<file path="config.mk">
export PLATFORM = sky130hd
export DESIGN_NAME = control_sequencer
export DESIGN_NICKNAME = d
export VERILOG_FILES = /design/src/rtl/ctrl_pkg.sv /design/src/rtl/control_sequencer_mul_timer.sv /design/src/rtl/control_sequencer.sv
export SDC_FILE = /design/constraint.sdc
export NUM_CORES = 1
export LEC_CHECK = 0
export ABC_AREA = 1
export CORE_ASPECT_RATIO = 0.8
export CORE_MARGIN = 5
export CORE_UTILIZATION = 51
export DETAILED_ROUTE_END_ITERATION = 7
export PLACE_DENSITY = 0.82
export SYNTH_ARGS = -nofsm -noshare
export SYNTH_HDL_FRONTEND = slang
export SYNTH_SLANG_ARGS = --single-unit
export TNS_END_PERCENT = 100
</file>
<file path="constraint.sdc">
create_clock -name clk -period 2.1 [get_ports clk]
set_input_delay 0.63 -clock clk [delete_from_list [all_inputs] [get_ports clk]]
set_output_delay 0.63 -clock clk [all_outputs]
set_load 0.02 [all_outputs]
</file>
<file path="src/rtl/ctrl_pkg.sv">
//============================================================================
// Module      : ctrl_pkg
// Description : Shared opcode and ALU codes, FSM state encoding and the
//               multiply counter type for the pico-MIPS control sequencer.
// Revision    : 1.0 - initial release
//============================================================================
`default_nettype none

package ctrl_pkg;

    // Opcode field codes
    localparam logic [5:0] NOP  = 6'h00;
    localparam logic [5:0] ADD  = 6'h01;
    localparam logic [5:0] SUB  = 6'h02;
    localparam logic [5:0] ADDI = 6'h03;
    localparam logic [5:0] SUBI = 6'h04;
    localparam logic [5:0] MLT  = 6'h05;
    localparam logic [5:0] MLTI = 6'h06;
    localparam logic [5:0] LD   = 6'h07;
    localparam logic [5:0] ST   = 6'h08;
    localparam logic [5:0] JMP  = 6'h09;

    // ALU operation codes; RADD is zero so the idle output word is all zeros
    localparam logic [2:0] RADD = 3'd0;
    localparam logic [2:0] RSUB = 3'd1;
    localparam logic [2:0] RMLT = 3'd2;

    typedef enum logic [2:0] {
        IDLE     = 3'd0,
        FETCH    = 3'd1,
        DECODE   = 3'd2,
        EXEC     = 3'd3,
        MUL      = 3'd4,
        IN_WAIT  = 3'd5,
        OUT_WAIT = 3'd6
    } state_t;

    typedef logic [3:0] mul_cnt_t;

    // True for every opcode the sequencer knows how to execute
    function automatic logic is_legal(input logic [5:0] op);
        return (op <= JMP);
    endfunction

endpackage

`default_nettype wire

</file>
<file path="src/rtl/control_sequencer_mul_timer.sv">
//============================================================================
// Module      : mul_timer
// Description : Loadable down-counter that flags when it has reached zero.
//               Used to time the multiply phase of the control sequencer.
// Revision    : 1.0 - initial release
//============================================================================
`default_nettype none

module mul_timer
    import ctrl_pkg::*;
(
    input  logic     clk,
    input  logic     reset,
    input  logic     load,
    input  mul_cnt_t load_val,
    input  logic     en,
    output logic     done
);

    mul_cnt_t r_count;

    // Load has priority; otherwise count down while enabled, holding at zero
    always_ff @(posedge clk or posedge reset) begin
        if (reset) begin
            r_count <= '0;
        end else if (load) begin
            r_count <= load_val;
        end else if (en && (r_count != '0)) begin
            r_count <= r_count - mul_cnt_t'(1);
        end
    end

    assign done = (r_count == '0);

endmodule

`default_nettype wire

</file>
<file path="src/rtl/control_sequencer.sv">
//============================================================================
// Module      : control_sequencer
// Description : Multi-cycle control FSM for the pico-MIPS core. Sequences
//               fetch, decode, execute, multiply wait and I/O handshakes,
//               with single-step debug support.
// Revision    : 1.0 - initial release
//============================================================================
`default_nettype none

module control_sequencer
    import ctrl_pkg::*;
#(
    parameter int OPCODE_W   = 6,
    parameter int MUL_CYCLES = 4
)(
    input  logic                clk,
    input  logic                reset,
    input  logic [OPCODE_W-1:0] opcode,
    input  logic                ZF,
    input  logic                step_mode,
    input  logic                step,
    input  logic                in_valid,
    input  logic                out_ready,
    output logic                ir_load,
    output logic                pc_en,
    output logic                pc_rel_branch,
    output logic [2:0]          alu_func,
    output logic                immediate,
    output logic                reg_write,
    output logic                read_in,
    output logic                in_ready,
    output logic                out_valid,
    output logic                write_out,
    output logic                illegal_op
);

    localparam mul_cnt_t C_MUL_LOAD = mul_cnt_t'(MUL_CYCLES - 1);

    state_t              r_state;
    state_t              w_next;
    logic [OPCODE_W-1:0] r_op_q;
    logic                w_mul_load;
    logic                w_mul_done;
    logic                w_unused;

    // Zero flag is reserved for future conditional branches
    assign w_unused = ZF;

    mul_timer u_mul_timer (
        .clk      (clk),
        .reset    (reset),
        .load     (w_mul_load),
        .load_val (C_MUL_LOAD),
        .en       (r_state == MUL),
        .done     (w_mul_done)
    );

    // State register and opcode latch; illegal opcodes are latched as NOP
    always_ff @(posedge clk or posedge reset) begin
        if (reset) begin
            r_state <= IDLE;
            r_op_q  <= NOP;
        end else begin
            r_state <= w_next;
            if (r_state == DECODE) begin
                r_op_q <= is_legal(opcode) ? opcode : NOP;
            end
        end
    end

    // Next-state and output decode from the current state and latched opcode
    always_comb begin
        w_next        = r_state;
        w_mul_load    = 1'b0;
        ir_load       = 1'b0;
        pc_en         = 1'b0;
        pc_rel_branch = 1'b0;
        alu_func      = RADD;
        immediate     = 1'b0;
        reg_write     = 1'b0;
        read_in       = 1'b0;
        in_ready      = 1'b0;
        out_valid     = 1'b0;
        write_out     = 1'b0;
        illegal_op    = 1'b0;
        case (r_state)
            IDLE: begin
                w_next = FETCH;
            end
            FETCH: begin
                if (!step_mode || step) begin
                    ir_load = 1'b1;
                    w_next  = DECODE;
                end
            end
            DECODE: begin
                illegal_op = !is_legal(opcode);
                case (opcode)
                    MLT, MLTI: begin
                        w_next     = MUL;
                        w_mul_load = 1'b1;
                    end
                    LD:      w_next = IN_WAIT;
                    ST:      w_next = OUT_WAIT;
                    default: w_next = EXEC;
                endcase
            end
            EXEC: begin
                pc_en     = 1'b1;
                immediate = (r_op_q == ADDI) || (r_op_q == SUBI);
                case (r_op_q)
                    ADD, ADDI: reg_write = 1'b1;
                    SUB, SUBI: begin
                        alu_func  = RSUB;
                        reg_write = 1'b1;
                    end
                    JMP:       pc_rel_branch = 1'b1;
                    default:   ;
                endcase
                w_next = FETCH;
            end
            MUL: begin
                alu_func  = RMLT;
                immediate = (r_op_q == MLTI);
                if (w_mul_done) begin
                    reg_write = 1'b1;
                    pc_en     = 1'b1;
                    w_next    = FETCH;
                end
            end
            IN_WAIT: begin
                in_ready = 1'b1;
                if (in_valid) begin
                    read_in   = 1'b1;
                    reg_write = 1'b1;
                    pc_en     = 1'b1;
                    w_next    = FETCH;
                end
            end
            OUT_WAIT: begin
                out_valid = 1'b1;
                if (out_ready) begin
                    write_out = 1'b1;
                    pc_en     = 1'b1;
                    w_next    = FETCH;
                end
            end
            default: begin
                w_next = IDLE;
            end
        endcase
    end

endmodule

`default_nettype wire

</file>
### Yosys cells after proc, flatten, opt, wreduce, memory -nomap -nowiden

Index checks and enable logic that the tools add are counted.

* flip-flop bits (word level): 13
* latch bits: 0
* bits in read-only memories: 0
* bits in writable memories: 0
* input port bits: 13
* output and inout port bits: 13
* memories: 0

* equal/unequal tests: 20
* $mul: 0
* $add $sub $neg: 1
* order comparisons: 1
* shifts and indexed selects: 0
* bitwise logic cells: 0
* divide/modulo/power cells: 0
* mux-type cells: 29
* reduce and logical (&&, ||, !) cells: 14

Operators with widths (count)
* equality test 6 x 3 -> 1 bit, second input constant: 5
* one-hot mux 3 bit (6 select lines): 1
* 2-to-1 mux 1 bit: 16
* equality test 6 x 2 -> 1 bit, second input constant: 2
* equality test 6 x 4 -> 1 bit, second input constant: 2
* 2-to-1 mux 3 bit: 4
* equality test 3 bit, second input constant: 3
* one-hot mux 3 bit (3 select lines): 1
* 2-to-1 mux 4 bit: 2
* != test 2 bit, second input constant: 4
* equality test 3 x 2 -> 1 bit, second input constant: 2
* equality test 6 x 1 -> 1 bit, second input constant: 1
* less-or-equal comparator 6 x 4 -> 1 bit, second input constant: 1
* 2-to-1 mux 6 bit: 1
* OR reduction 2 bit: 3
* zero test 4 bit: 1
* one-hot mux 1 bit (4 select lines): 1
* one-hot mux 2 bit (2 select lines): 1
* AND reduction 4 bit: 1
* nonzero test 4 bit: 1
* OR reduction 4 bit: 1
* subtractor 4 x 1 -> 4 bit, second input constant: 1
* equality test 3 x 1 -> 1 bit, second input constant: 1
* zero test 3 bit: 1
* 6 further kinds: 8

### Depth between registers and ports, before layout

* word-level depth: 5
* depth in mapped cells: 9
* depth with buffers taken out: 9

### Hierarchy

From an unflattened synthesis, not the netlist that was laid out.

* cell total of the unflattened synthesis: 165
* area total of the unflattened synthesis: 1026.0 um^2

By module, submodules not included
* control_sequencer: cells an instance 118, seq. area each 225.2 um^2, area each 726.9 um^2, instances 1
* mul_timer: cells an instance 47, seq. area each 100.1 um^2, area each 299.0 um^2, instances 1

### Worst setup path after synthesis

OpenSTA, ideal clock, no wires.

* path type: register to output
* start point: register r_state[2]
* end point: output port pc_rel_branch
* path buffers: 0
* arrival: 1373 ps
* data required time: 1470 ps
* stages on the path, launching flop included: 4
* slack: 97 ps
* cells stage by stage: dfrtp_1 -> inv_2 -> nand3_2 -> nor4_1

* word-level cells in the longest chain between the ends: 2

Ends and longest elaborated chain
* from (decl): line control_sequencer.sv:39 `state_t r_state;`
* from (signal assigned): line control_sequencer.sv:64 `r_state <= w_next;`
* equality test 3 x 2 -> 1 bit: line control_sequencer.sv:86 `case (r_state)`
* 2-to-1 mux 1 bit: line control_sequencer.sv:86
* to (decl): line control_sequencer.sv:26 `output logic pc_rel_branch,`

No other way between the ends.

### Worst setup path in the final report

* start point: register r_state[1]
* end point: output port illegal_op

* word-level cells in the longest chain between the ends: 2

Ends and longest elaborated chain
* equality test 3 x 2 -> 1 bit: line control_sequencer.sv:86
* 2-to-1 mux 1 bit: line control_sequencer.sv:86
* to (decl): line control_sequencer.sv:34 `output logic illegal_op`

No other way between the ends.

==> qor.txt <==
Status: finished with violations
Failing checks: setup timing
CTS hold repair buffers: 0
CTS sink count: 13
Layout net count: 218
Skew-Pair Late Insertion Delay: 290 ps
Reg-to-Reg End: u_mul_timer.r_count[2]
Area growth, synth to finish: 59.7%
PD cells: 1030 nW/um2
WP data required: 1470 ps
Count leader, synth: nand2_1
Port buffer count: 23
FP Rows: 14
Reg area: 327 um2
Layout cells sized above 1: 39.9%
Sequential fraction of the synthesis area: 33.5%
Antenna fix cells: 0
Maximum VDD drop: 0.808 mV
Max Slew Vio Count: 0
Number of synthesized register bits: 13
Post-Syn Instances: 146
Tcrit/Tclk final: 100%
Clock power frac: 10.3%
Worst min path class: register to register
Vias: 1170
Initial DRC count: 53
R2R Setup Slk: 660 ps
Slack of the critical path: -4.04 ps
Mapped cell area: 972 um2
CTS tree: done
Register-to-Register Path Depth: 7
CTS Root Cell: clkbuf_4
Startpoint Class: register
Core Util, Final: 84.4%
IO Count: 26
Worst EP arrival: 1470 ps
Drt via density: 5.15
GRT Residual Overflow: 0
Htree depth: 1
CP Capture Type: output pin
Synth warn: 0
Routed WL per cell: 13.8 um
TritonCTS Buffers: 3
Syn nets: 160
Die area: 2880 um2
Max_cap viols: 0
Leakage: 0.901 nW
Netlist cell types: 26
Height of the die: 49.1 um
# DRC: 0
Total wire length: 3130 um
Logic pwr share: 64.1%
First-pass GRT wire length: 4540 um
Total GRT Usage: 20.1%
RePlAce Congestion: 0.843
Hold path cells: 2
Finished Layout Cells: 227
Tmin final: 2100 ps
Final Skew: 0.330 ps
Core Box Area: 1840 um2
Final Hold Viols: 0
WHS: 519 ps
Final setup fails: 2
Area of the multi-input gates: 591 um2
Initial Util: 52.9%
Final ANT Viol Nets: 0
Worst-path fanout max: 4
Primary FF master, synth: dfrtp_1
RSZ-0062 raised after global routing: yes
Worst slack at placement: -763 ps
Largest area contributor in the netlist: dfrtp_1
Post-synth EDFFs: 0
Largest cells by area after synthesis: dfrtp_1 (33%), nand2_1 (17%), inv_1 (9.3%), nor2_1 (6.6%), nand3_1 (6.2%)
WHS Endpoint: r_op_q[5]
Kind of critical path: register to output pin
Dpl cells: 219
Slew @ Worst Pin: 502 ps
DP Wirelength: 2090 um
Sequential Power Share: 25.7%
Initial antenna violation count: 0
Fillcell total: 104
Sw frac: 45.3%
Avg Inst Size Synth: 6.66 um2
Most common library cells after synthesis: nand2_1 (43), inv_1 (24), nor2_1 (17)
Pre-antenna DRT Iters: 4
Die width: 58.8 um
Worst slew margin: 66.5%
Async SR Flop Fraction: 100%
Largest net degree at the start of global routing: 14
R2R Path Start: r_state[1]
Hold path start: r_op_q[5]
Pint: 879 uW
NetSw: 727 uW
Vias in the first global route: 1061
Clock Tree Buf Depth: 2
Yosys top cell area share: 33.5%
Peak Freq: 0.475 GHz
Reg clk slew, reported paths: 80 ps
-- power by group through the flow --
stage                     registers (mW)  logic (mW)  clock network (mW)
final                              0.412        1.03               0.165
after global routing               0.424        1.12               0.177
after CTS                          0.403       0.847               0.161
after detailed placement           0.405       0.844                   0
after global placement             0.402       0.816                   0
after floorplan                    0.381       0.511                   0
-- worst max path at each step --
stage	start	to	slack (ps)
after floorplan	r_state[2]	pc_rel_branch	100
after global placement	opcode[3]	illegal_op	-650
after detailed placement	opcode[3]	illegal_op	-760
after CTS	opcode[1]	illegal_op	-200
final	r_state[1]	illegal_op	-4
after global routing	r_op_q[5]	reg_write	-110
-- cells by family (layout without fill, tap and decap cells) --
logic type | after synthesis | after routing | share of synthesized area [%]
flip-flops | 13 | 13 | 33.5
adder cells (fa/ha/maj) | 1 | 1 | 1.29
AO/OA/AOI/OAI | 14 | 14 | 7.85
other | 1 | 1 | 0.386
buffers and inverters | 31 | 88 | 13.5
AND/OR/NAND/NOR | 86 | 86 | 43.5
-- cell usage in the layout (no fill, tap or decap), drive strengths merged, types with 4 or more instances in the layout --
cell / n
a21oi: 4
dlymetal6s2s: 5
nand2: 45
clkbuf: 5
o21ai: 9
nand3: 15
nor2: 18
buf: 41
clkdlybuf4s50: 5
dfrtp: 13
inv: 28
-- final cells by class --
cell class	count	area share, %
Timing Repair Buffer	56	30.4
Multi-Input combinational cell	102	38.0
Clock buffer	4	1.69
Sequential cell	13	21.0
Tap cell	24	1.93
Inverter	28	6.93
-- sequential cells by signal, indices dropped and copies added, names as in the netlist --
signal and cells:
u_mul_timer.r_count 4, r_state 3, r_op_q 6
-- metal layers --
metal  share of wire (%)  GRT usage [%]
met5                   0              0
met1                  44           24.7
met4                 1.4           4.53
met3                 5.4           6.08
met2                  50           34.0
-- through the flow --
| stage | power, mW | area, um2 | TNS, ps |
|---|---|---|---|
| finish | 1.61 | 1550 | -6.27 |
| global route | 1.72 | 1550 | -425 |
| detailed placement | 1.25 | 1420 | -3280 |
| global placement | 1.22 | 1420 | -3000 |
| CTS | 1.41 | 1450 | -201 |
| floorplan | 0.892 | 972 | 0 |
-- worst max-delay path, stage by stage (launching register included) --
cell and delay (ps):
dfrtp_1 410, inv_2 90, buf_4 170, nor3_4 170, inv_2 60, nor2_1 130, buf_4 160
-- timing repair --
item	CTS	global route
gates resized for setup	50	36
pin swaps	2	8
buffers inserted	1	3
endpoints found under the setup margin	12	10
(Power assumes the default switching activity.)
==> patch 1 (same settings) <==
The 7 states of `state_t` get a one-hot encoding in 7 bits.
--- a/src/rtl/ctrl_pkg.sv
+++ b/src/rtl/ctrl_pkg.sv
@@ -25,14 +25,14 @@
     localparam logic [2:0] RSUB = 3'd1;
     localparam logic [2:0] RMLT = 3'd2;
 
-    typedef enum logic [2:0] {
-        IDLE     = 3'd0,
-        FETCH    = 3'd1,
-        DECODE   = 3'd2,
-        EXEC     = 3'd3,
-        MUL      = 3'd4,
-        IN_WAIT  = 3'd5,
-        OUT_WAIT = 3'd6
+    typedef enum logic [6:0] {
+        IDLE     = 7'b0000001,
+        FETCH    = 7'b0000010,
+        DECODE   = 7'b0000100,
+        EXEC     = 7'b0001000,
+        MUL      = 7'b0010000,
+        IN_WAIT  = 7'b0100000,
+        OUT_WAIT = 7'b1000000
     } state_t;
 
     typedef logic [3:0] mul_cnt_t;
Check against the original RTL: no difference found for any inputs over 10 cycles, from zero or initial values and one cycle with reset high; not proved beyond that.
==> patch 1 against the unedited design <==
  * The flow still finishes with violations (negative setup slack)
  * Area after synthesis is 19% higher
  * Synthesized cell count is 13% higher
  * First-iteration DRC count is 3.8% lower
  * Register-to-register slack worse by 0.29 ns
  * Design area is 20% higher
  * Total power is 8.0% lower
  * Count of clock-buffer cells in the layout is 1 lower
  * Critical path depth stayed put
  * Sequential cell count is 4 higher
  * Worst setup slack worse by 0.062 ns
  * Wire length is 12% higher
  * Critical endpoint is now pc_en
  * Largest cell class unchanged
  * Highest routed layer unchanged
==> patch 1: results (changes against the unedited design) <==
status finished, violations left; failing checks negative setup slack; Clock Power Share 12.1% (+1.8 points); ClkCell Share 1.479% (-0.21 points); GR Util All Layers 18.82% (-1.3 points); NetSw 0.6356 mW (-13%); final worst slack -0.06581 ns (-0.06176 ns); most frequent cells after synthesis nand2_1 (30), nor2_1 (30), inv_1 (23); multi-input gate count 116 (+14%); CP Data Arrival Time 1.54 ns (+0.07 ns); largest delay contributor family on the critical path flip-flops; Final setup viols 7 (+5); comb pwr 0.791 mW (-23%); GR Layer Usage met2 37.50% (+3.5 points); dpl hpwl 2409 µm (+15%); WL met1 1364 µm (-0.15%); gpl congestion 0.9301 (+10%); vias 1,354 (+16%); largest registers r_state x7, r_op_q x6, u_mul_timer.r_count x4; worst slack at placement -0.5530 ns (+0.2101 ns); vias in the first global route 1,245 (+17%); Seq/Total Area, Yosys 36.75% (+3.3 points); largest stage delay on the critical path 0.48 ns (+0.07 ns); share of cells above drive strength 1 50.44% (+11 points); GR Util met3 3.863% (-2.2 points); Signal buffers 59 (+5.4%); initial drt markers 51 (-3.8%); clock sink total 17 (+4); met3 wire length 203 µm (+19%); Reg area 430.4 µm² (+32%); Post-Route Utilization 86.20% (+1.8 points); Non-Clock Buffer Area Fraction 26.23% (-4.2 points); Placed Instances 239 (+9.1%); WL/cell 14.02 µm (+1.6%); Sum Neg Setup Slack -0.3068 ns (-0.3005 ns); leading post-synthesis cells by cell area dfrtp_1 (34%), nand2_1 (9.7%), nor2_1 (9.7%); count of different cell masters after synthesis 28 (+7.7%); non-clock inverter count 30 (+7.1%); Critical R2R Launch r_state[0]$_DFFE_PP1P_
patch 1: cell types whose count changed after synthesis, moves of 2 or more:
| cell | before | now |
|---|---|---|
| a21oi_1 | 4 | 1 |
| nand4_1 | 2 | 0 |
| nand2_2 | 1 | 6 |
| nor2_2 | 0 | 3 |
| dfrtp_1 | 13 | 16 |
| nand2_1 | 43 | 30 |
| nor2_1 | 17 | 30 |
| nand3_1 | 12 | 19 |
| o21ai_0 | 6 | 4 |
| nor3_2 | 1 | 3 |
| inv_2 | 4 | 6 |
| xor2_1 | 0 | 2 |
patch 1: what timing repair did:
action	4_1_cts	5_1_grt
buffers inserted	3	5
gates resized for setup	73	51
pin swaps	10	14
setup endpoints to repair	12	12
patch 1: kinds of logic after synthesis:
| logic type | Yosys count | share of synthesized area (%) |
|---|---|---|
| and+or+nand+nor | 99 | 41.70 |
| buffers and inverters | 32 | 11.31 |
| DFF | 17 | 36.75 |
| AOI/OAI and AO/OA | 12 | 6.250 |
| xor gates and xnor gates | 2 | 1.509 |
| adders and majority gates | 2 | 2.155 |
| other | 1 | 0.3230 |
patch 1: worst paths after layout:
check	endpoint	slack, ns
hold reg to reg	u_mul_timer.r_count[1]$_DFFE_PP0P_	0.54
setup / recovery	pc_en	-0.07
hold / removal	u_mul_timer.r_count[1]$_DFFE_PP0P_	0.54
min in group asynchronous	u_mul_timer.r_count[0]$_DFFE_PP0P_	0.64
max in group asynchronous	r_state[0]$_DFFE_PP1P_	1.21
setup reg to reg	u_mul_timer.r_count[3]$_DFFE_PP0P_	0.37
patch 1: worst min-delay path, cell delays in order (launching register included):
cell and delay [ns]:
dfrtp_1 0.37, nand2_1 0.06, o211ai_1 0.08
==> patch 2 (same settings) <==
Made on the original files. Register the input `step_mode` before use, without a reset. The logic sees it one clock later. The other inputs are not delayed to match.
--- a/src/rtl/control_sequencer.sv
+++ b/src/rtl/control_sequencer.sv
@@ -35,6 +35,12 @@
 );
 
     localparam mul_cnt_t C_MUL_LOAD = mul_cnt_t'(MUL_CYCLES - 1);
+
+    logic step_mode_q;
+
+    always_ff @(posedge clk) begin
+        step_mode_q <= step_mode;
+    end
 
     state_t              r_state;
     state_t              w_next;
@@ -88,7 +94,7 @@
                 w_next = FETCH;
             end
             FETCH: begin
-                if (!step_mode || step) begin
+                if (!step_mode_q || step) begin
                     ir_load = 1'b1;
                     w_next  = DECODE;
                 end
Function: changed (Yosys sat finds a counterexample within 4 cycles, from zero or initial values and one cycle with reset high).
==> patch 2 against the unedited design <==
  * Utilization up 3.4 points
  * Worst setup slack lost 0.055 ns
  * Sequential cell count increased by 1
  * Combinational power shrank 5%
  * Total power rose by 2.2%
  * Design area grew 4.0%
  * The run still ends with negative setup slack left
  * Area after synthesis is 0.51% lower
  * Wire length increased by 33%
  * Highest routed layer unchanged
==> patch 2: results (changes against the unedited design) <==
initial drt markers 77 (+45%); status finished, violations left; final worst slack -0.05888 ns (-0.05484 ns); share of cells above drive strength 1 47.80% (+7.9 points); dpl hpwl 2350 µm (+13%); Sum Neg Setup Slack -0.1427 ns (-0.1365 ns); post-synth net total 155 (-3.1%); Critical R2R Launch r_state[0]$_DFFE_PP0P_; crit-path max FO 3 (-1); Final setup viols 3 (+1); Adder-Cell Fraction of Synth Area 1.294% (+0.0067 points); leading post-synthesis cells by cell area dfrtp_1 (34%), nand2_1 (13%), inv_1 (11%); failing checks negative setup slack; GR Util All Layers 28.10% (+8.0 points); Critical Path Source r_op_q[4]$_DFFE_PP0P_; Worst Max-Slew Pin Slew 0.5199 ns (+0.01836 ns); R2R depth 9 (+2); first-pass GRT wire length 6030 µm (+33%); Placed Instances 217 (-0.91%); Avg Vias per Cell 5.777 (+12%); Post-DP Area 0.001445 mm² (+1.5%); internal power 0.8780 mW (-0.12%); vias in the first global route 1,261 (+19%); xor/xnor share of the synthesized area 0.9056% (+0.91 points); count of different cell masters after synthesis 27 (+3.8%); Pleak 0.9141 nW (+1.4%)
-- patch 2: changes by cell type after synthesis, moves of 2 or more --
cell	before	now
nor2_1	17	14
nor3_1	1	3
inv_1	24	29
nand2_1	43	34
nand3_2	3	1
nor3_2	1	3
-- patch 2: layer usage --
layer / part of all wire (%) / wire length (µm) / vias up / GRT usage (%)
met5: 0 / 0 / - / 0
met4: 9.2 / 383 / 0 / 18.49
met3: 9.3 / 388 / 47 / 6.085
met2: 48 / 2005 / 114 / 49.07
met1: 34 / 1405 / 596 / 29.67
li1: - / - / 566 / -
-- patch 2: kinds of logic (layout without fill, tap and decap cells) --
group                    after synthesis  after routing
AND/OR/NAND/NOR                       75             75
adder cells (fa/ha/maj)                1              1
flip-flops                            14             14
buffers and inverters                 33             97
XOR/XNOR                               1              1
other                                  1              1
AO/OA/AOI/OAI                         16             16
-- patch 2: final timing paths --
path                                                      end  slack [ns]
setup / recovery                                    reg_write       -0.06
hold / removal             u_mul_timer.r_count[3]$_DFFE_PP0P_        0.59
setup reg to reg                       r_state[1]$_DFFE_PP0P_        0.47
hold reg to reg            u_mul_timer.r_count[3]$_DFFE_PP0P_        0.59
max in group asynchronous              r_state[1]$_DFFE_PP0P_        1.04
min in group asynchronous               r_op_q[5]$_DFFE_PP0P_        0.68
-- patch 2: repair_timing --
action	CTS	global route
hold buffers	0	0
buffers inserted	4	4
pin swaps	12	16
endpoints found under the setup margin	12	11
resized for setup	77	33
-- patch 2: worst max-delay path, cell delays in order, from the launching register on --
cell and delay, ns:
dfrtp_1 0.41, inv_2 0.10, nand2_4 0.06, nor3_4 0.22
nand2_2 0.11, o21ai_1 0.09, nand2_1 0.06, nand2_1 0.05
buf_4 0.13
-- patch 2: area by class of cell --
type                    instances  area [µm²]
well taps                      24       30.03
inverters                      32       120.1
repair buffers                 61       479.2
fillers                        89       224.0
multi-input cells              94       601.8
clock buffers                   4       36.28
flip-flops and latches         14       347.8
-- patch 2: metrics by stage --
| stage | util (%) | setup slack (ns) |
|---|---|---|
| 2_1_floorplan | - | 0.07589 |
| 4_1_cts | 84.90 | -0.2434 |
| 6_report | 87.82 | -0.05888 |
| 5_1_grt | 87.82 | -0.1551 |
| 3_5_place_dp | 78.57 | -0.8107 |
| 3_3_place_gp | 78.57 | -0.7021 |
-- patch 2: power groups by stage --
stage	clock (mW)	sequential, mW	combinational [mW]
6_report	0.202	0.459	0.980
5_1_grt	0.218	0.470	1.05
4_1_cts	0.203	0.448	0.845
3_5_place_dp	0	0.444	0.799
3_3_place_gp	0	0.435	0.754
2_1_floorplan	0	0.433	0.438
